`config.mk`:
```
export PLATFORM = sky130hd
export DESIGN_NAME = sargantana_icache_tag_ctrl
export DESIGN_NICKNAME = d
export VERILOG_FILES = /design/src/rtl/sargantana_icache_tag_pkg.sv /design/src/rtl/sargantana_icache_victim_sel.sv /design/src/rtl/sargantana_icache_tag_ctrl.sv
export SDC_FILE = /design/constraint.sdc
export NUM_CORES = 1
export LEC_CHECK = 0
export ABC_AREA = 1
export BUFFER_PORTS_ARGS = -buffer_cell sky130_fd_sc_hd__buf_2
export CELL_PAD_IN_SITES_DETAIL_PLACEMENT = 1
export CELL_PAD_IN_SITES_GLOBAL_PLACEMENT = 1
export CORE_UTILIZATION = 25
export DETAILED_ROUTE_END_ITERATION = 7
export HOLD_SLACK_MARGIN = 0.03
export PLACE_DENSITY_LB_ADDON = 0.25
export SLEW_MARGIN = 20
export SYNTH_ARGS = -nofsm -noshare
export SYNTH_HDL_FRONTEND = slang
export SYNTH_HIERARCHICAL = 1
export SYNTH_SLANG_ARGS = --single-unit
```
`constraint.sdc`:
```
create_clock -name clk_i -period 1.6 [get_ports clk_i]
set_clock_uncertainty 0.2 [all_clocks]
set_input_delay 0.08 -clock clk_i [delete_from_list [all_inputs] [get_ports clk_i]]
set_output_delay 0.08 -clock clk_i [all_outputs]
set_load 0.02 [all_outputs]
```
`src/rtl/sargantana_icache_tag_pkg.sv`:
```
`default_nettype none
// ============================================================================
//  Module   : sargantana_icache_tag_pkg
//  Purpose  : Shared types and default sizes for the instruction-cache tag
//             lookup/refill sequencer.
//  Contents : tag_ctrl_state_t - sequencer state encoding
//             C_DEFAULT_WAYS, C_DEFAULT_TAG_WIDTH - default geometry
//  Revision : 1.0 - initial release
// ============================================================================
package sargantana_icache_tag_pkg;

    localparam int unsigned C_DEFAULT_WAYS      = 4;
    localparam int unsigned C_DEFAULT_TAG_WIDTH = 20;

    typedef enum logic [2:0] {
        IDLE      = 3'd0,
        COMPARE   = 3'd1,
        MISS_WAIT = 3'd2,
        REFILL_WR = 3'd3,
        DRAIN     = 3'd4
    } tag_ctrl_state_t;

endpackage
`default_nettype wire

```
`src/rtl/sargantana_icache_victim_sel.sv`:
```
`default_nettype none
// ============================================================================
//  Module   : sargantana_icache_victim_sel
//  Purpose  : Combinational replacement-way chooser. Prefers the lowest-index
//             invalid way; when every way is valid it falls back to the
//             round-robin pointer and flags that it did so.
//  Ports    : i_valid   - valid bit of each way for the looked-up set
//             i_rr_ptr  - current round-robin pointer
//             o_victim  - selected way index
//             o_used_rr - 1 when o_victim came from i_rr_ptr
//  Revision : 1.0 - initial release
// ============================================================================
module sargantana_icache_victim_sel
    import sargantana_icache_tag_pkg::*;
#(
    parameter int unsigned WAYS          = C_DEFAULT_WAYS,
    parameter int unsigned WAY_IDX_WIDTH = $clog2(WAYS)
) (
    input  logic [WAYS-1:0]          i_valid,
    input  logic [WAY_IDX_WIDTH-1:0] i_rr_ptr,
    output logic [WAY_IDX_WIDTH-1:0] o_victim,
    output logic                     o_used_rr
);

    // Scan from the top down so the last assignment is the lowest invalid way.
    always_comb begin
        o_victim  = i_rr_ptr;
        o_used_rr = 1'b1;
        for (int w = WAYS - 1; w >= 0; w--) begin
            if (!i_valid[w]) begin
                o_victim  = WAY_IDX_WIDTH'(w);
                o_used_rr = 1'b0;
            end
        end
    end

endmodule
`default_nettype wire

```
`src/rtl/sargantana_icache_tag_ctrl.sv`:
```
`default_nettype none
// ============================================================================
//  Module   : sargantana_icache_tag_ctrl
//  Purpose  : Lookup/refill sequencer in front of the instruction-cache tag
//             ways. Reads all ways on a lookup, compares one cycle later,
//             reports hit/miss, and on a miss writes the refilled tag into a
//             victim way. Forwards flushes and drops refills orphaned by one.
//  Ports    : clk_i, rst_i          - clock, synchronous active-high reset
//             flush_i               - invalidate the whole cache
//             lookup_*              - lookup request handshake (idx, tag)
//             rsp_*                 - one-cycle lookup result (hit, way)
//             miss_req_o            - one-cycle refill request
//             refill_valid_i        - refill for the outstanding miss arrived
//             refill_done_o         - one-cycle pulse on the tag write
//             way_*_o               - tag-way request/write/flush interface
//             way_tag_i, way_vbit_i - registered read data from the ways
//  Revision : 1.0 - initial release
// ============================================================================
module sargantana_icache_tag_ctrl
    import sargantana_icache_tag_pkg::*;
#(
    parameter int unsigned WAYS           = C_DEFAULT_WAYS,
    parameter int unsigned TAG_DEPTH      = 64,
    parameter int unsigned TAG_ADDR_WIDTH = $clog2(TAG_DEPTH),
    parameter int unsigned TAG_WIDTH      = C_DEFAULT_TAG_WIDTH,
    parameter int unsigned WAY_IDX_WIDTH  = $clog2(WAYS)
) (
    input  logic                      clk_i,
    input  logic                      rst_i,
    input  logic                      flush_i,
    input  logic                      lookup_valid_i,
    output logic                      lookup_ready_o,
    input  logic [TAG_ADDR_WIDTH-1:0] lookup_idx_i,
    input  logic [TAG_WIDTH-1:0]      lookup_tag_i,
    output logic                      rsp_valid_o,
    output logic                      rsp_hit_o,
    output logic [WAY_IDX_WIDTH-1:0]  rsp_way_o,
    output logic                      miss_req_o,
    input  logic                      refill_valid_i,
    output logic                      refill_done_o,
    output logic [WAYS-1:0]           way_req_o,
    output logic [WAYS-1:0]           way_we_o,
    output logic [TAG_ADDR_WIDTH-1:0] way_addr_o,
    output logic [TAG_WIDTH-1:0]      way_data_o,
    output logic                      way_vbit_o,
    output logic [WAYS-1:0]           way_flush_o,
    input  logic [WAYS*TAG_WIDTH-1:0] way_tag_i,
    input  logic [WAYS-1:0]           way_vbit_i
);

    tag_ctrl_state_t            r_state;
    tag_ctrl_state_t            w_state_next;
    logic [TAG_ADDR_WIDTH-1:0]  r_idx;
    logic [TAG_WIDTH-1:0]       r_tag;
    logic [WAY_IDX_WIDTH-1:0]   r_victim;
    logic                       r_used_rr;
    logic [WAY_IDX_WIDTH-1:0]   r_rr_ptr;

    logic [WAYS-1:0]            w_hit;
    logic [WAY_IDX_WIDTH-1:0]   w_hit_way;
    logic [WAY_IDX_WIDTH-1:0]   w_victim;
    logic                       w_used_rr;
    logic [WAYS-1:0]            w_victim_onehot;
    logic                       w_accept;
    logic                       w_latch_victim;
    logic                       w_rr_adv;

    // Flush reaches the ways unconditionally, including during reset.
    assign way_flush_o = {WAYS{flush_i}};
    assign way_vbit_o  = 1'b1;

    for (genvar w = 0; w < WAYS; w++) begin : g_hit
        assign w_hit[w] = way_vbit_i[w] &
                          (way_tag_i[w*TAG_WIDTH +: TAG_WIDTH] == r_tag);
    end

    // Lowest matching way wins.
    always_comb begin
        w_hit_way = '0;
        for (int w = WAYS - 1; w >= 0; w--) begin
            if (w_hit[w]) begin
                w_hit_way = WAY_IDX_WIDTH'(w);
            end
        end
    end

    sargantana_icache_victim_sel #(
        .WAYS          (WAYS),
        .WAY_IDX_WIDTH (WAY_IDX_WIDTH)
    ) u_victim_sel (
        .i_valid   (way_vbit_i),
        .i_rr_ptr  (r_rr_ptr),
        .o_victim  (w_victim),
        .o_used_rr (w_used_rr)
    );

    assign w_victim_onehot = {{(WAYS-1){1'b0}}, 1'b1} << r_victim;

    always_comb begin
        w_state_next   = r_state;
        lookup_ready_o = 1'b0;
        rsp_valid_o    = 1'b0;
        rsp_hit_o      = 1'b0;
        rsp_way_o      = '0;
        miss_req_o     = 1'b0;
        refill_done_o  = 1'b0;
        way_req_o      = '0;
        way_we_o       = '0;
        way_addr_o     = '0;
        way_data_o     = '0;
        w_accept       = 1'b0;
        w_latch_victim = 1'b0;
        w_rr_adv       = 1'b0;

        case (r_state)
            IDLE: begin
                lookup_ready_o = !flush_i;
                if (lookup_valid_i && !flush_i) begin
                    w_accept     = 1'b1;
                    way_req_o    = '1;
                    way_addr_o   = lookup_idx_i;
                    w_state_next = COMPARE;
                end
            end
            COMPARE: begin
                // A flush makes the read data stale, so the result is dropped.
                w_state_next = IDLE;
                if (!flush_i) begin
                    rsp_valid_o = 1'b1;
                    rsp_hit_o   = |w_hit;
                    rsp_way_o   = w_hit_way;
                    if (!(|w_hit)) begin
                        miss_req_o     = 1'b1;
                        w_latch_victim = 1'b1;
                        w_state_next   = MISS_WAIT;
                    end
                end
            end
            MISS_WAIT: begin
                // A refill coinciding with the flush is consumed here, so
                // there is nothing left to drain.
                if (flush_i) begin
                    w_state_next = refill_valid_i ? IDLE : DRAIN;
                end else if (refill_valid_i) begin
                    w_state_next = REFILL_WR;
                end
            end
            REFILL_WR: begin
                w_state_next = IDLE;
                if (!flush_i) begin
                    way_req_o     = w_victim_onehot;
                    way_we_o      = w_victim_onehot;
                    way_addr_o    = r_idx;
                    way_data_o    = r_tag;
                    refill_done_o = 1'b1;
                    w_rr_adv      = r_used_rr;
                end
            end
            DRAIN: begin
                if (refill_valid_i && !flush_i) begin
                    w_state_next = IDLE;
                end
            end
            default: begin
                w_state_next = IDLE;
            end
        endcase
    end

    always_ff @(posedge clk_i) begin
        if (rst_i) begin
            r_state   <= IDLE;
            r_idx     <= '0;
            r_tag     <= '0;
            r_victim  <= '0;
            r_used_rr <= 1'b0;
            r_rr_ptr  <= '0;
        end else begin
            r_state <= w_state_next;
            if (w_accept) begin
                r_idx <= lookup_idx_i;
                r_tag <= lookup_tag_i;
            end
            if (w_latch_victim) begin
                r_victim  <= w_victim;
                r_used_rr <= w_used_rr;
            end
            if (w_rr_adv) begin
                r_rr_ptr <= r_rr_ptr + 1'b1;
            end
        end
    end

endmodule
`default_nettype wire

```
-- Word-level counts from Yosys, hierarchy flattened
Cells that the tools add are included.
Widths: inputs -> output; s select.
- logic and storage cells: 73
- flip-flop bits (word level): 34
- output and inout port bits: 46
- shift-type cells: 1
- muxes and demuxes: 44
- $add $sub $neg: 1
- equal/unequal tests: 11
- reductions and logical operators: 6
- bitwise gates (word level): 4
- operators by type and width (cell ; count):
    $eq 20x20->1 ; 4
    $mux 20 ; 2
    $mux 2 ; 12
    $mux 1 ; 17
    $mux 3 ; 5
    $mux 4 ; 3
    $mux 6 ; 2
    $pmux 3 s4 ; 1
    $pmux 6 s2 ; 1
    $pmux 4 s2 ; 1
    $eq 3x2->1 const B ; 2
    $and 1x1->1 ; 4
    $ne 2x2->1 const B ; 2
    $reduce_or 4->1 ; 1
    $shl 1x2->4 const A ; 1
    $eq 3x1->1 const B ; 1
    $eq 3x3->1 const B ; 1
    $logic_not 3->1 ; 1
    $ne 3x3->1 const B ; 1
    $reduce_and 3->1 ; 1
    $add 2x1->2 const B ; 1
    $logic_and 1x1->1 ; 2
    $logic_not 1->1 ; 1

-- Depth between registers and ports, before layout
Gate-level depths: netlist of the first run.
- depth in word-level cells: 8
- mapped depth: 12
- gate-level depth less buffers: 12

-- Hierarchy
The synthesis of the first run kept the hierarchy.
- modules (own cells, without submodules) (module ; area each (sq um) ; cells an instance ; sequential area each (sq um) ; times used):
    sargantana_icache_tag_ctrl ; 2891.5 ; 540 ; 680.7 ; 1
    sargantana_icache_victim_sel ; 42.5 ; 10 ; 0.0 ; 1

-- Worst setup path after synthesis of the first run
OpenSTA, ideal clock, no wires.
- kind: register to output
- start: register r_state[1]
- end: output way_req_o[0]
- setup slack: -0.189 ns
- arrival: 1.509 ns
- required time: 1.320 ns
- stages on the path, launching flop included: 6
- buffers on the path: 0
- path through: dfxtp_1 inv_1 nor3_1 nand2_1 or2_2 o21ai_0
- word-level cells in the longest chain between the ends: 2
- elaborated cells on any way between the ends: 3
- those cells by class: eq/ne (1); mux (1); reduce/logical (1)
- RTL lines (what ; RTL line ; text):
    from (decl) ; sargantana_icache_tag_ctrl.sv:51 ; tag_ctrl_state_t r_state;
    from (signal assigned) ; sargantana_icache_tag_ctrl.sv:179 ; r_state <= w_state_next;
    $eq 3x2->1 or $logic_not 3->1 (tied branches) ; sargantana_icache_tag_ctrl.sv:115 ; case (r_state)
    $pmux 4 s2 * ; sargantana_icache_tag_ctrl.sv:115 ;
    to (decl) ; sargantana_icache_tag_ctrl.sv:41 ; output logic [WAYS-1:0] way_req_o,
Every way passes the cells marked *; elsewhere a longest branch is shown, timed or not.

-- Final worst setup path of the first run
- start: register r_tag[7]
- end: output rsp_hit_o
- word-level cells in the longest chain between the ends: 5
- elaborated cells on any way between the ends: 11
- those cells by class: eq/ne (4); mux (2); bitwise (4); reduce/logical (1)
- RTL lines (what ; RTL line ; text):
    from (decl) ; sargantana_icache_tag_ctrl.sv:54 ; logic [TAG_WIDTH-1:0] r_tag;
    from (signal assigned) ; sargantana_icache_tag_ctrl.sv:182 ; r_tag <= lookup_tag_i;
    $eq 20x20->1 ; sargantana_icache_tag_ctrl.sv:74 ; (way_tag_i[w*TAG_WIDTH +: TAG_WIDTH] == r_tag);
    $and 1x1->1 ; sargantana_icache_tag_ctrl.sv:73 ; assign w_hit[w] = way_vbit_i[w] &
    $reduce_or 4->1 * ; sargantana_icache_tag_ctrl.sv:130 ; rsp_hit_o = |w_hit;
    $mux 1 * ; sargantana_icache_tag_ctrl.sv:128 ; if (!flush_i) begin
    $mux 1 * ; sargantana_icache_tag_ctrl.sv:115 ;
    to (decl) ; sargantana_icache_tag_ctrl.sv:36 ; output logic rsp_hit_o,
Marks and branches as above.

==> metrics.txt, run 1 <==
met2 routed WL=9.48 mm; CP peak stage delay=360 ps; Post-Place Setup Slack=-380 ps; cell area after synthesis=0.00293 mm²; H-Tree Depth=2; hold depth=6; Syn. warnings=6; type of the tightest min-delay check=input port to register; Crit Path Category=register to output port; Internal=2.52 mW; met3 WL=881 µm; period utilisation layout=136%; std cell rows=39; R2R depth=13; clock power share=34.6%; Tot GR Track Use=26.4%; crit path max-delay cell type=dfxtp_2; Final WS setup=-578 ps; wire length on met1=6.72 mm; Worst-Margin Slew=767 ps; first-pass GRT wire length=23.6 mm; fmax=0.459 GHz; register bit total from synthesis=34; total number of vias=4565; Final #Nets=930; post-synth top area share=26.2%; gpl congestion=0.836; Num Clock Sinks=34; CTS Root Cell=clkbuf_16; pwr/cell area=610 mW/mm²; post-synth net total=665; Syn-to-layout area delta=118%; endpoint class of the critical path=output port; R2R Setup Slk=-330 ps; Period minus WS final=2180 ps; cell count after synthesis=550; fill cell count=1459; Buffers & Inverters on Critical Path=3; Max transition margin=48.8%; CTS tree=done; CP delay by family, top=simple AND/OR/NAND/NOR gates; outcome=finished with violations; CTS buffer count=5; largest net degree at the start of global routing=15; die area=0.0122 mm²; die width=110 µm; Ports=161; sw power=1.37 mW; fin. max-slew vios=0; Sum Neg Setup Slack=-16820 ps; fin area=0.00639 mm²; Clock Latency Late Sink=290 ps; Sequential Power Share=25.7%; worst-case clock buffer depth=2; CP most frequent cell=nand2_1; Critical Path, Cell by Cell=inv_4, nand2_1, nand2_1, nor2_1, nand2_1, nor2_2, nand3_2, nand2_4, inv_6, a31oi_4, buf_6; Ant. Diodes=0; Arrival @ worst endpoint=1900 ps; number of cells on the critical path=11; Yosys cell types=32; setup violators final=73; starting density of the core=25.7%; RSZ-0062 raised after global routing=yes; placed cell areas=0.00424 mm²; Syn Area/Cell=5.33 µm²; reg-to-reg startpoint=r_tag[7]; sequential area share after synthesis=23.2%; Req. time, crit path=1320 ps; dpl hpwl=11.4 mm; Leakage=3.12 nW; # DRC=0; PortBufs=159; RR Endpoint=r_used_rr; Peak VDD IR=0.000417 V; Final Hold Fails=0; critical path launch point type=register; fraction of layout cells with a size suffix above 1=55.9%; global route overflow=0; antenna violations before repair=0; vias in the first global route=4618; Max Used Layer=met4; Iteration-0 DRC Markers=192; Hold Path Sink=r_victim[0]; Die Y=110 µm; Reg clk slew, reported paths=70 ps; max cap viols=0; 1st-pass router iterations=4; Comb pwr share=39.7%; Yosys top cell by area=nand2_1; DR vias/cell=4.76; leading post-synthesis cells by cell area=nand2_1 26%, dfxtp_1 23%, nor2_1 10%, inv_1 8.4%, o21ai_0 7.5%; core footprint=0.0114 mm²; crit path max fanout=8; Sw Ratio=35.2%; Hold WS=96.8 ps; average wire per standard cell=18.3 µm; final wirelength=17.5 mm; post-layout util=56.0%; worst hold start=way_vbit_i[1]; failing checks=setup timing; post-detailed-route count of antenna-violating nets=0
cells in the mapped netlist, drive strengths merged:
master	count
xor2	2
nand3	14
buf	8
nand2	208
xnor2	10
nor2	86
o211ai	3
nor3	1
o21ai	49
nand4	1
inv	85
nor4	1
bufbuf	1
dfxtp	34
a21oi	32
conb	1
a211oi	1
or2	5
clkbuf	6
a31oi	1
o2111ai	1
logic make-up after synthesis:
logic type,Yosys count,synth area share (%)
AO/OA/AOI/OAI,87,15.5
flip-flops,34,23.2
other,1,0.128
AND/OR/NAND/NOR,316,43.5
XOR/XNOR,12,3.58
buffers and inverters,100,14.2
layout by cell type, fill, tap and decap left out, types with 12 or more instances in the layout:
cell type,netlist,routed
nand2_1,205,168
dlygate4sd3_1,0,29
inv_1,66,58
o21ai_2,0,21
buf_4,5,54
dfxtp_1,34,12
nor2_4,1,37
buf_12,0,12
nand2_2,3,20
buf_6,0,56
nand2_4,0,19
a21oi_2,1,19
nor2_2,5,14
buf_2,3,118
nor2_1,80,35
inv_2,19,16
o21ai_0,44,14
through the flow:
step,power (mW),instances
final,3.90,959
after CTS,3.71,946
after global placement,1.97,886
after global routing,4.06,959
after detailed placement,2.00,886
after floorplan,1.49,550
final cells by class:
| class | count | area [µm²] | area share, % |
|---|---|---|---|
| Clock inverter | 3 | 68.8 | 1.08 |
| Inverter | 85 | 359 | 5.62 |
| Timing Repair Buffer | 273 | 2240 | 35.0 |
| Clock buffer | 5 | 125 | 1.96 |
| Sequential cell | 34 | 736 | 11.5 |
| Multi-Input combinational cell | 416 | 2690 | 42.0 |
| Tap cell | 143 | 179 | 2.80 |
metal layers:
metal | global-route usage [%] | up-vias
li1 | - | 2213
met1 | 28.9 | 2151
met2 | 51.5 | 167
met3 | 4.53 | 34
met4 | 7.14 | 0
met5 | 0 | -
power groups by stage:
stage               Combinational, mW  Sequential (mW)  Clock, mW
global placement                0.984            0.990          0
finish                           1.55             1.00       1.35
CTS                              1.38            0.990       1.34
floorplan                       0.515            0.977          0
detailed placement               1.01            0.993          0
global route                     1.67             1.01       1.38
registers in the layout, indices dropped and copies added (netlist names):
signal / cells
r_tag: 20
r_victim: 2
r_rr_ptr: 2
r_used_rr: 1
r_idx: 6
r_state: 3
worst max path at each step:
stage / start / endpoint / slack (ps)
3_5_place_dp: r_tag[18] / rsp_hit_o / -380
6_report: r_tag[7] / rsp_hit_o / -580
4_1_cts: r_tag[18] / rsp_hit_o / -480
3_3_place_gp: r_tag[0] / rsp_hit_o / -350
2_1_floorplan: r_state[1] / way_req_o[0] / -40
5_1_grt: r_tag[7] / rsp_hit_o / -640
worst reg2reg max path: cells and delay by family, from the launching register on:
kind / cells / cell delay [ps]
DFF: 1 / 360
buffers and inverters: 3 / 260
and+or+nand+nor: 10 / 1040
timing repair:
item | 4_1_cts | 5_1_grt
setup buffers | 24 | 22
cloned | 3 | 1
gates resized for setup | 262 | 161
hold buffers | 29 | 0
pin swaps | 32 | 51
setup endpoints to repair | 64 | 75
hold endpoints to repair | 29 | 0
Note: power is estimated with default switching activity, not from simulation.
==> run 2, diff against run 1 <==
--- a/config.mk
+++ b/config.mk
@@ -5,11 +5,11 @@
 export SDC_FILE = /design/constraint.sdc
 export NUM_CORES = 1
 export LEC_CHECK = 0
-export ABC_AREA = 1
+export ABC_AREA = 0
 export BUFFER_PORTS_ARGS = -buffer_cell sky130_fd_sc_hd__buf_2
 export CELL_PAD_IN_SITES_DETAIL_PLACEMENT = 1
 export CELL_PAD_IN_SITES_GLOBAL_PLACEMENT = 1
-export CORE_UTILIZATION = 25
+export CORE_UTILIZATION = 27
 export DETAILED_ROUTE_END_ITERATION = 7
 export HOLD_SLACK_MARGIN = 0.03
 export PLACE_DENSITY_LB_ADDON = 0.25
==> metrics.txt, run 2 <==
Peak VDD IR=0.000242 V (was 0.000417 V); endpoint class of the critical path=output port (unchanged); antenna violations before repair=0 (unchanged); Crit Path Category=register to output port (unchanged); Buffers & Inverters on Critical Path=2 (was 3); critical path launch point type=register (unchanged); largest net degree at the start of global routing=22 (was 15); final wirelength=15.9 mm (was 17.5 mm); PortBufs=159 (unchanged); vias in the first global route=4005 (was 4618); worst-case clock buffer depth=2 (unchanged); Die Y=101 µm (was 110 µm); leading post-synthesis cells by cell area=dfxtp_1 26%, xnor2_1 15%, xor2_1 12%, nand2_1 10%, a21oi_1 5.1% (was nand2_1 26%, dfxtp_1 23%, nor2_1 10%, inv_1 8.4%, o21ai_0 7.5%); Yosys cell types=35 (was 32); sequential area share after synthesis=25.8% (was 23.2%); Sum Neg Setup Slack=-24730 ps (was -16820 ps); Hold WS=156 ps (was 96.8 ps); Biggest register=r_tag (unchanged); CTS Root Cell=clkbuf_8 (was clkbuf_16); total number of vias=3591 (was 4565); starting density of the core=28.3% (was 25.7%); Arrival @ worst endpoint=2240 ps (was 1900 ps); cell with the most instances after synthesis=nand2_1 (unchanged); Ant. Diodes=0 (unchanged); max reg flops=20 (unchanged); Req. time, crit path=1320 ps (about the same); cell area after synthesis=0.00264 mm² (was 0.00293 mm²); commonest non-fill, non-tap cell in the layout=buf_2 (was nand2_1); setup violators final=73 (unchanged); Leakage=2.69 nW (was 3.12 nW); RR Endpoint=r_state[1] (was r_used_rr); placed cell areas=0.00402 mm² (was 0.00424 mm²); CP delay by family, top=simple AND/OR/NAND/NOR gates (unchanged); Ports=161 (unchanged); # DRC=0 (unchanged); Commonest cells post-synth=71 x nand2_1, 45 x xnor2_1, 36 x xor2_1 (was 205 x nand2_1, 80 x nor2_1, 66 x inv_1); Iteration-0 DRC Markers=103 (was 192); DR vias/cell=4.92 (was 4.76); R2R Setup Slk=-800 ps (was -330 ps); global route overflow=0 (unchanged); 1st-pass router iterations=4 (unchanged); fin area=0.00594 mm² (was 0.00639 mm²); commonest cells after routing, fill and taps aside=118 x buf_2, 64 x buf_6, 50 x buf_4 (was 168 x nand2_1, 118 x buf_2, 58 x inv_1); CTS buffer count=5 (unchanged); CP peak stage delay=380 ps (was 360 ps); outcome=finished with violations (unchanged); register bit total from synthesis=34 (unchanged); dpl hpwl=9.33 mm (was 11.4 mm); Syn. warnings=6 (unchanged); std cell rows=35 (was 39); Max transition margin=65.2% (was 48.8%); Worst-Margin Slew=521 ps (was 767 ps); post-synth net total=462 (was 665); Reg clk slew, reported paths=90 ps (was 70 ps); Period minus WS final=2520 ps (was 2180 ps); crit path max-delay cell type=dfxtp_4 (was dfxtp_2); average wire per standard cell=21.8 µm (was 18.3 µm); fraction of registers with async set/reset=0% (unchanged); Final Hold Fails=0 (unchanged); Critical Path, Cell by Cell=buf_6, xnor2_2, nand4_1, nor4_2, nand4_1, a211oi_2, buf_4 (was inv_4, nand2_1, nand2_1, nor2_1, nand2_1, nor2_2, nand3_2, nand2_4, inv_6, a31oi_4, buf_6); R2R depth=10 (was 13); pwr/cell area=512 mW/mm² (was 610 mW/mm²); total power=3.04 mW (was 3.90 mW); core footprint=0.00933 mm² (was 0.0114 mm²); Final #Nets=715 (was 930); Yosys top cell by area=dfxtp_1 (was nand2_1); reg-to-reg startpoint=r_tag[18] (was r_tag[7]); fmax=0.396 GHz (was 0.459 GHz); first-pass GRT wire length=21.7 mm (was 23.6 mm); Synth Flop Type=dfxtp_1 (unchanged); die width=101 µm (was 110 µm); type of the tightest min-delay check=input port to register (unchanged); Final WS setup=-924 ps (was -578 ps); CP most frequent cell=nand4_1 (was nand2_1); worst hold start=flush_i (was way_vbit_i[1]); fin. max-slew vios=0 (unchanged); RSZ-0062 raised after global routing=yes (unchanged); Tot GR Track Use=28.8% (was 26.4%); cell count after synthesis=347 (was 550); crit path max fanout=4 (was 8); period utilisation layout=158% (was 136%); hold depth=5 (was 6); Hold Path Sink=r_state[0] (was r_victim[0]); Syn-to-layout area delta=125% (was 118%); failing checks=setup timing (unchanged); fraction of layout cells with a size suffix above 1=69.7% (was 55.9%); EDFF count, synth=0 (unchanged); Top Registers=r_tag: 20 flops, r_idx: 6 flops, r_state: 3 flops (unchanged); max cap viols=0 (unchanged); post-synth top area share=25.8% (was 26.2%); gpl congestion=0.832 (was 0.836); die area=0.0102 mm² (was 0.0122 mm²); Clock Latency Late Sink=300 ps (was 290 ps); CTS tree=done (unchanged); post-detailed-route count of antenna-violating nets=0 (unchanged); H-Tree Depth=2 (unchanged); Num Clock Sinks=34 (unchanged); Syn Area/Cell=7.60 µm² (was 5.33 µm²)
==> run 2: cell count changes in the layout (fill, tap and decap cells not counted), sizes merged, moves of 11 or more <==
cell	before	now
xor2	2	37
nand2	208	71
nand4	1	12
nor2	86	8
inv	84	2
nor4	1	13
o21ai	49	2
xnor2	10	45
and2	0	21
==> run 2: worst max-delay path by stage <==
stage	from	end	slack [ps]	depth (start not counted)
global route	r_tag[16]	rsp_way_o[1]	-1040	7
detailed placement	r_tag[18]	r_state[1]	-700	7
CTS	r_tag[18]	rsp_way_o[0]	-870	9
floorplan	r_tag[12]	r_state[1]	-330	7
global placement	r_tag[18]	r_state[1]	-610	7
finish	r_tag[16]	rsp_way_o[1]	-920	7
==> run 2: timing repair <==
action                     in CTS  in global routing
hold endpoints to repair       32                  0
setup endpoints to repair      71                 73
cloned                          8                  1
hold buffers                   31                  0
buffers inserted               22                 18
gates resized for setup       201                100
pin swaps                      55                 61
==> run 2: through the flow <==
| stage | cells | setup WS (ps) | util, % |
|---|---|---|---|
| finish | 730 | -924 | 63.7 |
| global route | 730 | -1040 | 63.7 |
| CTS | 719 | -874 | 59.0 |
| detailed placement | 653 | -698 | 43.1 |
| global placement | 653 | -612 | 43.1 |
| floorplan | 347 | -329 | - |
==> run 2: logic make-up (layout without fill, tap and decap cells) <==
kind of cell | count (synthesis) | in the layout | synth area share (%)
xor gates and xnor gates | 82 | 82 | 27.5
other | 1 | 1 | 0.142
muxes | 4 | 4 | 1.52
buffers and inverters | 39 | 293 | 7.78
DFF | 34 | 34 | 25.8
and+or+nand+nor | 153 | 153 | 30.0
AOI/OAI and AO/OA | 34 | 34 | 7.17
==> run 2: final cells by class <==
type	instances	area, µm²
Inverter	2	15.0
Multi-Input combinational cell	274	2480
Fill cell	1061	3380
Clock inverter	3	68.8
Clock buffer	5	68.8
Sequential cell	34	727
Tap cell	129	161
Timing Repair Buffer	283	2420
==> run 2: where the power goes <==
part           total [mW]  switching (mW)  internal (mW)
registers           0.930          0.0532          0.876
clock network        1.00           0.378          0.625
logic                1.11           0.524          0.587
total                3.04           0.955           2.09
==> run 2: worst reg2reg max path: cells and delay by family (launching register included) <==
kind | cells | cell delay (ps)
simple gates | 4 | 810
flops | 1 | 340
xor+xnor | 1 | 150
compound gates | 1 | 180
buf+inv | 4 | 610
==> run 2: routing by layer <==
layer  track usage (%)  up-vias  routed length [µm]
li1                  -     1629                   -
met1              31.2     1758                6170
met2              54.4      158                8420
met3              5.27       46                 699
met4              12.0        0                 616
met5                 0        -                   0
